[src/rtl/ps2_scancode_rx.sv]
// PS/2 keyboard receiver: line sync, ps2_clk glitch filter, 11-bit frame deframer and E0/F0 prefix stripper.
// Optional saturating frame-error counter on err_cnt when PS2_ERR_CNT_EN is defined.
module ps2_scancode_rx #(
    parameter int FILTER_LEN = 8,
    parameter int TIMEOUT    = 50000,
    parameter int TO_W       = 16
) (
    input  logic       clk,
    input  logic       reset,
    input  logic       ps2_clk,
    input  logic       ps2_data,
    output logic [7:0] scancode,
    output logic       flag,
`ifdef PS2_ERR_CNT_EN
    output logic [7:0] err_cnt,
`endif
    output logic       ext
);

    localparam int FW = (FILTER_LEN > 2) ? $clog2(FILTER_LEN) : 1;

    typedef enum logic [1:0] {IDLE, DATA, PARITY, STOP} state_t;

    logic          clk_s1_q, clk_s2_q, dat_s1_q, dat_s2_q;
    logic          clk_f_q, clk_f_d, fall_q, fall_d;
    logic [FW-1:0] filt_cnt_q, filt_cnt_d;
    state_t        state_q, state_d;
    logic [2:0]    bitcnt_q, bitcnt_d;
    logic [7:0]    shift_q, shift_d;
    logic          par_q, par_d;
    logic [TO_W-1:0] to_cnt_q, to_cnt_d;
    logic          byte_ok_q, byte_ok_d, frame_err_q, frame_err_d;
    logic [7:0]    scancode_q, scancode_d;
    logic          ext_q, ext_d, flag_q, flag_d, brk_q, brk_d, ext_p_q, ext_p_d;

    // Two-flop synchronisers; preset to the idle-high line level
    always_ff @(posedge clk or negedge reset) begin
        if (!reset) begin
            clk_s1_q <= 1'b1;
            clk_s2_q <= 1'b1;
            dat_s1_q <= 1'b1;
            dat_s2_q <= 1'b1;
        end else begin
            clk_s1_q <= ps2_clk;
            clk_s2_q <= clk_s1_q;
            dat_s1_q <= ps2_data;
            dat_s2_q <= dat_s1_q;
        end
    end

    // Filter: the synced clock must disagree with the filtered level FILTER_LEN samples in a row
    always_comb begin
        clk_f_d    = clk_f_q;
        filt_cnt_d = filt_cnt_q;
        fall_d     = 1'b0;
        if (clk_s2_q == clk_f_q) begin
            filt_cnt_d = {FW{1'b0}};
        end else if (filt_cnt_q == FW'(FILTER_LEN - 1)) begin
            clk_f_d    = clk_s2_q;
            filt_cnt_d = {FW{1'b0}};
            fall_d     = ~clk_s2_q;
        end else begin
            filt_cnt_d = filt_cnt_q + FW'(1);
        end
    end

    // Frame FSM next state; timeout only runs while a frame is in progress
    always_comb begin
        state_d     = state_q;
        bitcnt_d    = bitcnt_q;
        shift_d     = shift_q;
        par_d       = par_q;
        to_cnt_d    = to_cnt_q;
        byte_ok_d   = 1'b0;
        frame_err_d = 1'b0;
        if (fall_q) begin
            to_cnt_d = {TO_W{1'b0}};
            case (state_q)
                IDLE: begin
                    if (!dat_s2_q) begin
                        state_d  = DATA;
                        bitcnt_d = 3'd0;
                    end else begin
                        state_d = IDLE;
                    end
                end
                DATA: begin
                    shift_d = {dat_s2_q, shift_q[7:1]};
                    if (bitcnt_q == 3'd7) begin
                        state_d = PARITY;
                    end else begin
                        bitcnt_d = bitcnt_q + 3'd1;
                    end
                end
                PARITY: begin
                    par_d   = dat_s2_q;
                    state_d = STOP;
                end
                STOP: begin
                    if (dat_s2_q && (^{shift_q, par_q})) begin
                        byte_ok_d = 1'b1;
                    end else begin
                        frame_err_d = 1'b1;
                    end
                    state_d = IDLE;
                end
                default: state_d = IDLE;
            endcase
        end else if (state_q == IDLE) begin
            to_cnt_d = {TO_W{1'b0}};
        end else if (to_cnt_q == TO_W'(TIMEOUT - 1)) begin
            to_cnt_d    = {TO_W{1'b0}};
            state_d     = IDLE;
            frame_err_d = 1'b1;
        end else begin
            to_cnt_d = to_cnt_q + TO_W'(1);
        end
    end

    // Prefix decoder: F0 marks a release, E0 marks an extended code; errors drop both marks
    always_comb begin
        scancode_d = scancode_q;
        ext_d      = ext_q;
        flag_d     = 1'b0;
        brk_d      = brk_q;
        ext_p_d    = ext_p_q;
        if (frame_err_q) begin
            brk_d   = 1'b0;
            ext_p_d = 1'b0;
        end else if (byte_ok_q) begin
            if (shift_q == 8'hF0) begin
                brk_d = 1'b1;
            end else if (shift_q == 8'hE0) begin
                ext_p_d = 1'b1;
            end else begin
                if (!brk_q) begin
                    scancode_d = shift_q;
                    ext_d      = ext_p_q;
                    flag_d     = 1'b1;
                end else begin
                    flag_d = 1'b0;
                end
                brk_d   = 1'b0;
                ext_p_d = 1'b0;
            end
        end else begin
            flag_d = 1'b0;
        end
    end

    // State registers for filter, FSM and decoder
    always_ff @(posedge clk or negedge reset) begin
        if (!reset) begin
            clk_f_q     <= 1'b1;
            filt_cnt_q  <= {FW{1'b0}};
            fall_q      <= 1'b0;
            state_q     <= IDLE;
            bitcnt_q    <= 3'd0;
            shift_q     <= 8'h00;
            par_q       <= 1'b0;
            to_cnt_q    <= {TO_W{1'b0}};
            byte_ok_q   <= 1'b0;
            frame_err_q <= 1'b0;
            scancode_q  <= 8'h00;
            ext_q       <= 1'b0;
            flag_q      <= 1'b0;
            brk_q       <= 1'b0;
            ext_p_q     <= 1'b0;
        end else begin
            clk_f_q     <= clk_f_d;
            filt_cnt_q  <= filt_cnt_d;
            fall_q      <= fall_d;
            state_q     <= state_d;
            bitcnt_q    <= bitcnt_d;
            shift_q     <= shift_d;
            par_q       <= par_d;
            to_cnt_q    <= to_cnt_d;
            byte_ok_q   <= byte_ok_d;
            frame_err_q <= frame_err_d;
            scancode_q  <= scancode_d;
            ext_q       <= ext_d;
            flag_q      <= flag_d;
            brk_q       <= brk_d;
            ext_p_q     <= ext_p_d;
        end
    end

`ifdef PS2_ERR_CNT_EN
    logic [7:0] err_cnt_q;

    // Saturating error counter
    always_ff @(posedge clk or negedge reset) begin
        if (!reset) begin
            err_cnt_q <= 8'h00;
        end else if (frame_err_q && (err_cnt_q != 8'hFF)) begin
            err_cnt_q <= err_cnt_q + 8'h01;
        end else begin
            err_cnt_q <= err_cnt_q;
        end
    end

    assign err_cnt = err_cnt_q;
`endif

    assign scancode = scancode_q;
    assign ext      = ext_q;
    assign flag     = flag_q;

endmodule

[config.mk]
export PLATFORM = sky130hd
export DESIGN_NAME = ps2_scancode_rx
export DESIGN_NICKNAME = d
export VERILOG_FILES = /design/src/rtl/ps2_scancode_rx.sv
export SDC_FILE = /design/constraint.sdc
export NUM_CORES = 1
export LEC_CHECK = 0
export ABC_AREA = 1
export CAP_MARGIN = 20
export CORE_MARGIN = 2
export CORE_UTILIZATION = 30
export CTS_BUF_LIST = sky130_fd_sc_hd__clkbuf_16
export CTS_CLUSTER_DIAMETER = 80
export CTS_CLUSTER_SIZE = 8
export DETAILED_ROUTE_END_ITERATION = 16
export GPL_TIMING_DRIVEN = 0
export SYNTH_ARGS = -nofsm -noshare
export SYNTH_HDL_FRONTEND = slang
export SYNTH_SLANG_ARGS = --single-unit
export TNS_END_PERCENT = 100
[constraint.sdc]
create_clock -name clk -period 1.8 [get_ports clk]
set_input_delay 0.54 -clock clk [delete_from_list [all_inputs] [get_ports clk]]
set_output_delay 0.54 -clock clk [all_outputs]
set_load 0.02 [all_outputs]
==> metrics.yaml <==
ys_seq_elements: 53
ir_worst_vdd_mv: 0.419
critPathMaxStageDelay_ps: 590
hp-class: "in -> async"
grt_pass1_wl_mm: 8.42
postCtsSetupBuffers: 0
synth_cell_type_count: 31
cts_sinks: 53
die_y_microns: 97.9
clockBufferDepth: 2
setup_viol: 0
ctsHoldBuffers: 0
crit_required_ps: 1260
avgSynthCellArea_sq_um: 8.68
cp_num_cells: 1
critical_path.top_delay_family: "buffers and inverters"
area_delta_synth_final_pct: 18.1
final.hold.worst_slack_ps: 244
worst_slack_ps: 59.8
fp.dieW_microns: 97.9
slew_violations: 0
nets: 339
cp_max_fo: 1
fp-row-count: 34
die_area_sq_mm: 0.00959
htreeDepth: 2
fin_tns_setup_ps: 0
final_antenna_net_count: 0
numCtsBuffers: 5
antenna_found_initial: 0
post-route-period-util_pct: 96.7
max_freq_mhz: 575
startpoint_type: "flop"
clk_pin_slew_ps: 70
synth_ff_type: "dfrtp_1"
core_area_sq_mm: 0.00864
finalHoldViolCount: 0
vias: 1953
vias_per_cell: 4.50
synth_cells: 305
relSlewSlack_pct: 60.7
dr.pass1.iters: 4
diodes: 0
initial_utilization_pct: 30.7
worst-path-buf-inv: 1
worst_pin_slew_ps: 590
tritoncts: "done"
cap_violations: 0
ff_latch_area_sq_mm: 0.00133
cp_cell_sequence: "clkdlybuf4s50_1"
num-fill-cells: 892
grt.overflow.total: 0
slowest_stage: "clkdlybuf4s50_1"
syn-num-nets: 319
rsz0062_at_grt: "false"
pin_count: 14
dp_slack_ps: 155
worst-setup-path-type: "reg -> out"
gp_congestion: 0.764
cp.arrival_ps: 1200
synth_edf_count: 0
clock_latency_ps: 290
wl_mm: 4.63
dp_hpwl_mm: 3.44
gr-usage-all-layers_pct: 10.6
io_buffers: 13
worst_r2r_path_depth: 7
layout_min_cycle_time_ps: 1740
syn_area_sq_mm: 0.00265
grt_pass1_vias: 1887
power_density_mw_per_mm2: 832
multi_input_area_sq_mm: 0.00112
yosysSeqAreaShare_pct: 50.3
synthArstFlopShare_pct: 100
p_leak_nw: 1.57
wire_per_inst_microns: 10.7
grt_max_degree: 30
end_kind: "output pin"
status: "finished clean"
drive_above_1_share_pct: 12.0
drt_iter0_drc: 72
yosysWarnings: 0
skew_ps: 4.16
root_buffer: "clkbuf_16"
drcViolationCount: 0
area by class of cell:
class	instances	share of cell area, %
Buffer	4	1.20
Clock buffer	5	4.00
Clock inverter	3	2.20
Inverter	42	5.04
Multi-Input combinational cell	205	35.7
Sequential cell	53	42.6
Tap cell	108	4.32
Timing Repair Buffer	14	4.88
registers in the layout, summed over array words and instances (netlist names):
name,flops
brk_q,1
scancode,8
shift_q,8
frame_err_q,1
dat_s1_q,1
clk_s1_q,1
flag,1
clk_f_q,1
to_cnt_q,16
clk_s2_q,1
bitcnt_q,3
filt_cnt_q,3
par_q,1
ext_p_q,1
ext,1
fall_q,1
dat_s2_q,1
byte_ok_q,1
state_q,2
where the power goes:
part           internal [mW]  switching (mW)  leakage, nW
Combinational         0.0408          0.0619        0.756
Sequential              1.24          0.0197        0.721
Clock                  0.802           0.437       0.0944
routing by layer:
metal | global-route usage (%) | up-vias | routed length (microns)
li1 | - | 1007 | -
met1 | 13.6 | 918 | 2280
met2 | 17.5 | 23 | 2130
met3 | 2.15 | 5 | 128
met4 | 4.17 | 0 | 86
met5 | 0 | - | 0
cell usage after synthesis (5+ instances only):
cell / number / area, sq um
nand3_1: 15 / 75.1
nand3_2: 5 / 50.1
o21ai_2: 7 / 61.3
ha_1: 10 / 125
nand2_1: 78 / 293
dfstp_2: 5 / 131
inv_1: 39 / 146
nor2_1: 31 / 116
o21ai_0: 17 / 85.1
nand4_1: 5 / 31.3
nor3_1: 11 / 55.1
dfrtp_1: 48 / 1200
worst paths after layout:
check / start / to / slack, ps
max: flag$_DFF_PN0_ / flag / 60
min: reset / to_cnt_q[8]$_DFF_PN0_ / 240
max reg2reg: to_cnt_q[0]$_DFF_PN0_ / to_cnt_q[7]$_DFF_PN0_ / 210
min reg2reg: clk_s1_q$_DFF_PN1_ / clk_s2_q$_DFF_PN1_ / 360
max in group asynchronous: reset / scancode[2]$_DFFE_PN0P_ / 1000
min in group clk: clk_s1_q$_DFF_PN1_ / clk_s2_q$_DFF_PN1_ / 360
placed cells by master, fill, tap and decap left out, types with 7 or more instances in the layout:
cell type | synthesis | layout
dfrtp_1 | 48 | 48
ha_1 | 10 | 10
inv_1 | 39 | 39
nand2_1 | 78 | 78
nand3_1 | 15 | 15
nor2_1 | 31 | 31
nor3_1 | 11 | 11
o21ai_0 | 17 | 17
o21ai_2 | 7 | 7
what timing repair did:
action,in CTS,in global routing
resized for setup,4,5
setup endpoints to repair,4,6
cloned,0,0
metrics by stage:
| stage | power (mW) | std cells | cell area, sq um | util [%] |
|---|---|---|---|---|
| 5_1_grt | 2.72 | 434 | 3130 | 36.2 |
| 2_1_floorplan | 1.34 | 305 | 2650 | - |
| 4_1_cts | 2.65 | 435 | 3120 | 36.1 |
| 3_3_place_gp | 1.38 | 426 | 2910 | 33.7 |
| 3_5_place_dp | 1.39 | 427 | 2930 | 33.9 |
| 6_report | 2.60 | 434 | 3130 | 36.2 |
cells by family (layout without fill, tap and decap cells):
family,Yosys count,count (layout),synth area share (%)
and+or+nand+nor,157,157,27.6
muxes,1,1,0.378
AOI/OAI and AO/OA,29,29,6.85
DFF,53,53,50.3
buffers and inverters,47,68,7.51
adders and majority gates,10,10,4.73
xor gates and xnor gates,8,8,2.65
No activity file was read; power rests on OpenSTA's default activity.
